--- config.mk ---
export PLATFORM = sky130hd
export DESIGN_NAME = program_loader
export DESIGN_NICKNAME = d
export VERILOG_FILES = /design/src/rtl/program_loader.sv
export SDC_FILE = /design/constraint.sdc
export NUM_CORES = 1
export LEC_CHECK = 0
export ABC_AREA = 1
export CAP_MARGIN = 15
export CORE_ASPECT_RATIO = 1.4
export CORE_UTILIZATION = 50
export CTS_BUF_LIST = sky130_fd_sc_hd__clkbuf_4
export DETAILED_ROUTE_END_ITERATION = 10
export GPL_ROUTABILITY_DRIVEN = 0
export GPL_TIMING_DRIVEN = 1
export PLACE_DENSITY = 0.78
export SYNTH_ARGS = -nofsm -noshare
export SYNTH_HDL_FRONTEND = slang
export SYNTH_SLANG_ARGS = --single-unit
--- constraint.sdc ---
create_clock -name clk -period 2.35 [get_ports clk]
set_input_delay 0.47 -clock clk [delete_from_list [all_inputs] [get_ports clk]]
set_output_delay 0.47 -clock clk [all_outputs]
set_load 0.01 [all_outputs]
--- src/rtl/program_loader.sv ---
// program_loader: streams a framed program image into the core's RAM, then
// releases the core with core_go.
//
// Frame: SYNC_BYTE, L (1..RAMSIZE), L data bytes, checksum (sum of data mod 256).
// After a good frame, the unused RAM tail is zero-filled so stray fetches decode as no-ops.
//
// Ports:
//   clk, reset      clock; synchronous active-low reset
//   in_data/in_valid/in_ready   byte stream, accepted when valid && ready
//   wr_en/wr_addr/wr_data       RAM write port, one byte per cycle (registered)
//   core_go         level, RAM image valid; held until reset
//   load_err        sticky framing/length/checksum error; cleared on the next SYNC_BYTE
//   byte_count      program bytes written in the current frame
module program_loader #(
  parameter int          RAMSIZE   = 64,
  parameter int          ADDRW     = 8,
  parameter logic [7:0]  SYNC_BYTE = 8'hA5
) (
  input  logic             clk,
  input  logic             reset,
  input  logic [7:0]       in_data,
  input  logic             in_valid,
  output logic             in_ready,
  output logic             wr_en,
  output logic [ADDRW-1:0] wr_addr,
  output logic [7:0]       wr_data,
  output logic             core_go,
  output logic             load_err,
  output logic [7:0]       byte_count
);

  typedef enum logic [2:0] {S_SYNC, S_LEN, S_DATA, S_CSUM, S_FILL, S_DONE} state_t;

  state_t           state, state_n;
  logic [7:0]       len_q, len_n;
  logic [7:0]       sum_q, sum_n;
  logic [ADDRW-1:0] fill_q, fill_n;
  logic [7:0]       count_n, data_n;
  logic [ADDRW-1:0] addr_n;
  logic             wr_en_n, go_n, err_n;
  logic             accept;

  // Ready is decoded from the registered state; held low while reset is asserted.
  assign in_ready = reset & ((state == S_SYNC) | (state == S_LEN) |
                             (state == S_DATA) | (state == S_CSUM));
  assign accept   = in_valid & in_ready;

  always_comb begin
    state_n = state;
    len_n   = len_q;
    sum_n   = sum_q;
    fill_n  = fill_q;
    count_n = byte_count;
    wr_en_n = 1'b0;
    addr_n  = wr_addr;   // address/data hold when no write
    data_n  = wr_data;
    go_n    = core_go;
    err_n   = load_err;
    case (state)
      S_SYNC: begin
        if (accept && in_data == SYNC_BYTE) begin
          state_n = S_LEN;
          err_n   = 1'b0;
        end
      end
      S_LEN: begin
        if (accept) begin
          if (in_data == 8'd0 || 32'(in_data) > RAMSIZE) begin
            err_n   = 1'b1;
            state_n = S_SYNC;
          end else begin
            len_n   = in_data;
            count_n = 8'd0;
            sum_n   = 8'd0;
            state_n = S_DATA;
          end
        end
      end
      S_DATA: begin
        if (accept) begin
          wr_en_n = 1'b1;
          addr_n  = ADDRW'(byte_count);
          data_n  = in_data;
          count_n = byte_count + 8'd1;
          sum_n   = sum_q + in_data;
          if (byte_count + 8'd1 == len_q) state_n = S_CSUM;
        end
      end
      S_CSUM: begin
        if (accept) begin
          if (in_data == sum_q) begin
            if (32'(len_q) == RAMSIZE) begin
              // Nothing to fill: release the core right away.
              state_n = S_DONE;
              go_n    = 1'b1;
            end else begin
              state_n = S_FILL;
              fill_n  = ADDRW'(len_q);
            end
          end else begin
            err_n   = 1'b1;
            state_n = S_SYNC;
          end
        end
      end
      S_FILL: begin
        wr_en_n = 1'b1;
        addr_n  = fill_q;
        data_n  = 8'd0;
        fill_n  = fill_q + 1'b1;
        if (32'(fill_q) == RAMSIZE - 1) state_n = S_DONE;
      end
      S_DONE: begin
        // Entered on the edge that launches the last fill write, so core_go
        // rises one cycle after that write is presented.
        go_n = 1'b1;
      end
      default: state_n = S_SYNC;
    endcase
  end

  always_ff @(posedge clk) begin
    if (!reset) begin
      state      <= S_SYNC;
      len_q      <= '0;
      sum_q      <= '0;
      fill_q     <= '0;
      byte_count <= '0;
      wr_en      <= 1'b0;
      wr_addr    <= '0;
      wr_data    <= '0;
      core_go    <= 1'b0;
      load_err   <= 1'b0;
    end else begin
      state      <= state_n;
      len_q      <= len_n;
      sum_q      <= sum_n;
      fill_q     <= fill_n;
      byte_count <= count_n;
      wr_en      <= wr_en_n;
      wr_addr    <= addr_n;
      wr_data    <= data_n;
      core_go    <= go_n;
      load_err   <= err_n;
    end
  end

endmodule

==> results of run 1 <==
[cells by family (layout without fill, tap and decap cells)]
family	Yosys count	after routing	synth area share, %
flops	54	54	35.4
buf+inv	63	126	9.14
compound gates	104	104	19.2
simple gates	206	206	30.8
fa+ha+maj	10	10	4.34
xor+xnor	4	4	1.15
[state kept, by name, indices dropped and copies added, names as in the netlist]
register / count
byte_count: 8
fill_q: 8
len_q: 8
sum_q: 8
wr_addr: 8
wr_data: 8
state: 3
core_go: 1
load_err: 1
wr_en: 1
[final cells by class]
cell class	count	share of cell area [%]
multi-input cells	324	45.1
flip-flops and latches	54	28.8
repair buffers	69	16.7
inverters	49	5.03
well taps	70	2.33
clock inverters	3	1.07
clock buffers	5	1.00
[metal layers]
metal	track usage [%]	up-vias	part of all wire (%)
met5	0	-	0
met4	13.0	0	4.1
met3	3.99	37	3.8
met2	51.5	123	53
met1	29.8	1468	40
li1	-	1596	-
[final timing paths]
check / start / end / cells after the start
worst max-delay path: reset / in_ready / 4
worst min register to register: core_go / core_go / 2
worst min-delay path: core_go / core_go / 2
worst max register to register: byte_count[1] / state[0] / 11
[power by group]
part	switching, W	total [W]	internal (W)
Sequential	0.0000450	0.00101	0.000970
Clock	0.000295	0.000516	0.000221
Combinational	0.000275	0.000487	0.000212
Total	0.000615	0.00202	0.00140
[critical path, stage by stage]
cell and delay, ns:
clkdlybuf4s50_1 0.54, inv_1 0.07, nor2_1 0.08, clkdlybuf4s50_1 0.54
[metrics by stage]
stage | hold slack [ns] | TNS [ns] | utilization, % | total power (W)
2_1_floorplan | 0.443 | 0 | - | 0.00132
3_3_place_gp | 0.440 | -0.0353 | 62.7 | 0.00149
3_5_place_dp | 0.448 | -0.338 | 62.7 | 0.00151
4_1_cts | 0.469 | 0 | 64.0 | 0.00203
5_1_grt | 0.492 | 0 | 64.0 | 0.00213
6_report | 0.467 | 0 | 64.0 | 0.00202
[placed cells by master (no fill, tap or decap), types with 5 or more instances in the layout]
master and n:
a21oi_1 46, a22oi_1 5, a31oi_1 6, buf_4 30, clkbuf_4 5, clkdlybuf4s50_1 38
dfxtp_1 54, ha_1 9, inv_1 43, inv_2 5, nand2_1 90, nand2_2 5
nand3_1 46, nor2_1 41, nor3_1 5, o21ai_0 29
==> impl_metrics.ini, run 1 <==
[critical_path]
arrival_ns = 1.71
crit_fanout = 4
path_class = primary input to primary output
reg2reg_slack_ns = 0.42
cp-end-kind = primary output
crit_required_ns = 1.88
startpoint_type = primary input

[die]
boundaryPins = 39
die_w_um = 68.1
start_util_pct = 52.1
coreArea_um2 = 5860
fp.dieH_um = 94.5
core.rowCount = 33
die_area_um2 = 6430

[timing]
worst_pin_slew_ns = 0.389
skew_ns = 0.0103
fmax_ghz = 0.459
min_period_over_period_pct = 92.7
maxSlewViolCount = 0
min_period_ns = 2.18
hold_viol = 0
setup_viol_count_final = 0
rsz0062_at_grt = false
maxSlewHeadroom_pct = 74.1
fin_ws_ns = 0.173

[clock_network]
cts_tree = done
postCtsSetupBuffers = 0
clkSinkCount = 54
ctsLongestPathBuffers = 2
cts_root_buffer = clkbuf_4
cts_buffers = 5
cts-resized-gates = 0
hold_buffers = 0
clk_pin_slew_worst_paths_ns = 0.15
htreeDepth = 2
clk_latency_ns = 0.36

[route]
drt-total-wl_um = 8400
drt_iter0_drc = 310
routed_via_density = 5.62
wl_per_cell_um = 14.6
vias = 3224
drc = 0
dr.pass1.iters = 8
ant_nets = 0

[flow_run]
maxCapViolations = 0

[yosys]
yosysMostFrequentCell = nand2_1
yosysSeqAreaShare_pct = 35.4
syn-num-nets = 462
postSynthCellCount = 441
synth_top_area_share_pct = 35.4
synth-main-ff-cell = dfxtp_1
synth_async_sr_flop_share_pct = 0
synth_edf_count = 0
ys_types = 42
syn_area_um2 = 3050
synth-seq-cells = 54
syn_area_per_cell_um2 = 6.93
synth_commonest_cells = nand2_1, dfxtp_1, a21oi_1, nand3_1, inv_1
yosysWarnings = 0
synth_top_area_cell = dfxtp_1
yosys-top-cells-area = dfxtp_1, nand2_1, a21oi_1

[finish]
syn_to_final_growth_pct = 22.9
instances_no_fill = 574
fillers = 550
final_area_um2 = 3750
fin_nets = 524
num_antenna_cells = 0
drive_gt1_share_pct = 13.5
register_area_um2 = 1080
multi_input_area_um2 = 1690

[placement]
dp_hpwl_um = 6240
dp_slack_ns = -0.0558
placed_cell_area_um2 = 3680
dp_cells = 566
numPortBuffers = 38

[power]
p_leak_nw = 1.50
powerDensity_nw_per_um2 = 537
vdd_drop_max_mv = 0.378

[global_route]
track_usage_pct = 27.9
antenna_found_initial = 0
grt_first_pass_wirelength_um = 13600
grt_overflow = 0
grt_pass1_vias = 3052
grt_max_degree = 33

[min_path]
hold_path_class = flip-flop to flip-flop

[outcome]
status = complete, no violations
No activity file was read; power rests on OpenSTA's default activity.
==> run 2: changes to the inputs <==
Settings changed: ABC_AREA 1 to default, CTS_CLUSTER_SIZE from default to 14, PLACE_DENSITY 0.78 to 0.79.
Clock period 2.35 ns to 2.1 ns, I/O delays scaled along.
==> impl_metrics.ini, run 2 <==
[outcome]
status = finished with violations
violations = negative setup slack

[yosys]
postSynthCellCount = 348
synth-seq-cells = 54
ys_types = 49
yosysMostFrequentCell = dfxtp_1
yosys-top-cells-area = dfxtp_1, a21oi_1, nand2_1
synth_top_area_share_pct = 37.9
yosysWarnings = 0
synth_async_sr_flop_share_pct = 0
synth_edf_count = 0
syn_area_um2 = 2850
syn_area_per_cell_um2 = 8.19
synth_commonest_cells = dfxtp_1, nand2_1, nor2_1
synth_top_area_cell = dfxtp_1
yosysSeqAreaShare_pct = 37.9
syn-num-nets = 369
synth-main-ff-cell = dfxtp_1

[route]
wl_per_cell_um = 17.0
topRoutingLayerUsed = met4
drt-total-wl_um = 8300
drt_iter0_drc = 203
dr_wl_met2_um = 4410
wl_met1_um = 3190
wl_met3_um = 347
vias = 3002
dr.pass1.iters = 8
routed_via_density = 6.14
ant_nets = 0
drc = 0

[die]
boundaryPins = 39
start_util_pct = 51.9
core.rowCount = 32
die_w_um = 65.8
coreArea_um2 = 5490
fp.dieH_um = 91.3
die_area_um2 = 6010

[critical_path]
r2r_start = sum_q[2]
crit_required_ns = 2.44
reg2reg_slack_ns = -0.20
reg2reg_to = fill_q[3]
cp-endpoint = fill_q[3]
startpoint_type = flip-flop
crit_path_start = sum_q[2]
reg2regPathDepth = 8
crit_fanout = 5
cp-end-kind = flip-flop
arrival_ns = 2.63
path_class = flip-flop to flip-flop

[power]
p_seq_share_pct = 61.4
switching_power_w = 0.000442
p_clk_share_pct = 30.9
intPower_w = 0.00122
fin_total_pwr_w = 0.00167
switching_share_pct = 26.5
p_comb_share_pct = 7.7
p_leak_nw = 1.48
vdd_drop_max_mv = 0.326
powerDensity_nw_per_um2 = 439

[placement]
dp_hpwl_um = 6050
numPortBuffers = 38
placed_cell_area_um2 = 3670

[clock_network]
ctsLongestPathBuffers = 2
clk_latency_ns = 0.40
cts_buffers = 5
htreeDepth = 2
clkSinkCount = 54
cts_root_buffer = clkbuf_4
clk_pin_slew_worst_paths_ns = 0.18
cts_tree = done

[timing]
worst_pin_slew_ns = 0.491
setup_viol_count_final = 9
fin_ws_ns = -0.195
maxSlewHeadroom_pct = 67.2
rsz0062_at_grt = true
min_period_ns = 2.30
min_period_over_period_pct = 109
maxSlewViolCount = 0
hold_viol = 0
fmax_ghz = 0.436
skew_ns = 0.0218

[global_route]
track_usage_pct = 29.3
grt_max_degree = 27
grt_first_pass_wirelength_um = 13600
grt_pass1_vias = 2871
grt_overflow = 0
antenna_found_initial = 0

[finish]
final_cell_mix = dfxtp_1, buf_4, nand2_1
final_area_um2 = 3800
num_antenna_cells = 0
final_common_cell = dfxtp_1
drive_gt1_share_pct = 19.0
post-route-util_pct = 69.3
syn_to_final_growth_pct = 33.4
fillers = 441
fin_nets = 441

[flow_run]
maxCapViolations = 0

[min_path]
hold_path_class = flip-flop to flip-flop
run 2: cell count changes in the layout (fill, tap and decap cells not counted), moves of 7 or more:
cell,delta
nand2_1,-50
inv_1,-40
nand3_1,-35
o21ai_0,-17
buf_4,+16
a21oi_1,-15
mux2i_1,+10
xnor2_1,+10
a22o_1,+8
clkdlybuf4s50_1,-8
dlygate4sd2_1,+8
ha_1,-7
ha_4,+7
run 2: worst min path at each step:
stage | from | endpoint | slack (ns) | depth (start not counted)
2_1_floorplan | sum_q[0] | sum_q[0] | 0.45 | 1
3_3_place_gp | wr_addr[5] | wr_addr[5] | 0.44 | 2
3_5_place_dp | wr_addr[5] | wr_addr[5] | 0.45 | 2
4_1_cts | wr_addr[7] | wr_addr[7] | 0.47 | 2
5_1_grt | wr_addr[5] | wr_addr[5] | 0.48 | 2
6_report | wr_addr[5] | wr_addr[5] | 0.46 | 2
run 2: routing by layer:
metal,vias up,track usage [%]
li1,1410,-
met1,1431,33.0
met2,128,52.6
met3,33,3.64
met4,0,13.8
met5,-,0
run 2: timing repair:
item | in CTS | in global routing
pin swaps | 12 | 13
hold buffers | 0 | 0
gates resized for setup | 19 | 6
setup buffers | 3 | 0
endpoints found under the setup margin | 36 | 12
run 2: stage by stage:
stage	TNS (ns)	worst slack, ns	hold slack [ns]	std cells
after floorplan	-0.451	-0.119	0.446	348
after global placement	-19.26	-0.727	0.440	478
after detailed placement	-21.60	-0.768	0.447	478
after CTS	-1.75	-0.210	0.467	489
after global routing	-2.03	-0.229	0.480	489
final	-1.47	-0.195	0.463	489
run 2: kinds of logic after synthesis:
family / after synthesis / synth area share, %
XOR/XNOR: 18 / 5.53
adder cells (fa/ha/maj): 10 / 4.66
AO/OA/AOI/OAI: 91 / 20.8
flip-flops: 54 / 37.9
AND/OR/NAND/NOR: 139 / 23.9
multiplexers: 10 / 3.51
buffers and inverters: 26 / 3.60
run 2: final cells by class:
cell class	instances	area (um^2)	share of cell area (%)
inverter	4	15.0	0.395
tap	68	85.1	2.24
clock buffer	5	37.5	0.987
multi-input combinational	268	1790	47.0
sequential	54	1090	28.7
clock inverter	3	26.3	0.691
timing repair buffer	87	758	19.9
run 2: power by group through the flow:
| stage | Sequential, W | Combinational [W] | Clock (W) |
|---|---|---|---|
| 2_1_floorplan | 0.00105 | 0.0000522 | 0 |
| 3_3_place_gp | 0.00105 | 0.000124 | 0 |
| 3_5_place_dp | 0.00105 | 0.000127 | 0 |
| 4_1_cts | 0.00102 | 0.000126 | 0.000518 |
| 5_1_grt | 0.00102 | 0.000138 | 0.000561 |
| 6_report | 0.00102 | 0.000129 | 0.000515 |
run 2: worst max-delay path, cell delays in order, from the launching register on:
cell,delay (ns)
dfxtp_2,0.39
ha_4,0.20
or4_4,0.54
or3_4,0.36
buf_6,0.13
nor3_4,0.25
buf_6,0.16
a21oi_1,0.07
a21oi_1,0.16
==> run 3: changes to the inputs <==
Settings changed: CORE_ASPECT_RATIO 1.4 to 0.6.
==> impl_metrics.ini, run 3 (same netlist as run 2, synthesis figures left out) <==
[finish]
register_area_um2 = 1090
final_area_um2 = 3750
fillers = 426
final_cell_mix = dfxtp_1, buf_4, nand2_1
num_antenna_cells = 0
final_common_cell = dfxtp_1
instances_no_fill = 491
syn_to_final_growth_pct = 31.7
drive_gt1_share_pct = 17.4
post-route-util_pct = 71.0
fin_nets = 435
multi_input_area_um2 = 1790

[placement]
dp_hpwl_um = 6670
dp_cells = 483
numPortBuffers = 38
placed_cell_area_um2 = 3650

[route]
vias = 2991
drt_iter0_drc = 334
ant_nets = 0
routed_via_density = 6.09
drc = 0
dr.pass1.iters = 5
wl_per_cell_um = 17.8
drt-total-wl_um = 8750

[die]
die_area_um2 = 6010
start_util_pct = 54.0
coreArea_um2 = 5280
core.rowCount = 20
boundaryPins = 39
fp.dieH_um = 60.5
die_w_um = 99.5

[critical_path]
path_class = flip-flop to flip-flop
crit_required_ns = 2.37
arrival_ns = 2.57
crit_fanout = 5
reg2reg_slack_ns = -0.20
startpoint_type = flip-flop
cp-end-kind = flip-flop

[power]
powerDensity_nw_per_um2 = 433
vdd_drop_max_mv = 0.295
p_leak_nw = 1.44

[clock_network]
clkSinkCount = 54
cts_root_buffer = clkbuf_4
ctsLongestPathBuffers = 2
cts_tree = done
clk_latency_ns = 0.37
cts_buffers = 5
hold_buffers = 0
htreeDepth = 2
clk_pin_slew_worst_paths_ns = 0.15

[timing]
min_period_ns = 2.30
fin_ws_ns = -0.198
setup_viol_count_final = 8
maxSlewHeadroom_pct = 70.6
rsz0062_at_grt = true
min_period_over_period_pct = 109
hold_viol = 0
whs_ns = 0.466
worst_pin_slew_ns = 0.441
tns_ns = -0.858
skew_ns = 0.00479
fmax_ghz = 0.435
maxSlewViolCount = 0

[global_route]
track_usage_pct = 30.6
grt_first_pass_wirelength_um = 14000
grt_pass1_vias = 2786
grt_max_degree = 27
grt_overflow = 0
antenna_found_initial = 0

[min_path]
hold_path_class = flip-flop to flip-flop

[flow_run]
maxCapViolations = 0

[outcome]
violations = negative setup slack
status = finished with violations
==> run 3: changes by cell type in the layout (fill, tap and decap cells not counted), sizes merged <==
cell and change:
inv -2, clkinv -1, clkbuf +1, clkinvlp +1
buf -6
==> run 3: cell type report <==
type | count | share of cell area [%]
Multi-Input combinational cell | 268 | 47.7
Sequential cell | 54 | 29.0
Timing Repair Buffer | 81 | 18.9
Tap cell | 77 | 2.57
Clock buffer | 6 | 1.20
Clock inverter | 1 | 0.200
Inverter | 4 | 0.400
==> run 3: worst paths after layout <==
check | start | endpoint | cells after the start
worst max-delay path | sum_q[2] | fill_q[7] | 6
worst min-delay path | wr_data[4] | wr_data[4] | 2
worst max register to register | sum_q[2] | fill_q[7] | 6
worst min register to register | wr_data[4] | wr_data[4] | 2
==> run 3: report_power, final <==
part | switching [W] | total (W) | internal (W) | leakage [nW]
Clock | 0.000331 | 0.000470 | 0.000139 | 0.0278
Sequential | 0.0000000523 | 0.00102 | 0.00102 | 0.437
Combinational | 0.0000728 | 0.000132 | 0.0000588 | 0.973
==> run 3: routing by layer <==
layer	part of all wire [%]	track usage, %	up-vias
li1	-	-	1389
met1	46	45.3	1415
met2	41	44.5	180
met3	12	8.41	7
met4	0.41	6.72	0
met5	0	0	-
==> run 3: what timing repair did <==
| action | 4_1_cts | 5_1_grt |
|---|---|---|
| gates cloned | 0 | 0 |
| setup buffers | 1 | 0 |
| setup endpoints to repair | 33 | 22 |
| pin swaps | 10 | 11 |
| endpoints found under the hold margin | 0 | 0 |
| gates resized for setup | 13 | 10 |
==> run 3: through the flow <==
stage          power, W  setup WS [ns]
3_5_place_dp    0.00118         -0.733
3_3_place_gp    0.00117         -0.714
2_1_floorplan   0.00110         -0.119
5_1_grt         0.00167         -0.217
4_1_cts         0.00162         -0.224
6_report        0.00163         -0.198
==> run 3: critical path: stages (launching register included) <==
cell      delay [ns]
dfxtp_4         0.39
ha_4            0.21
or4_4           0.52
or3_4           0.37
o31a_1          0.31
a222oi_1        0.30
nor2_1          0.08
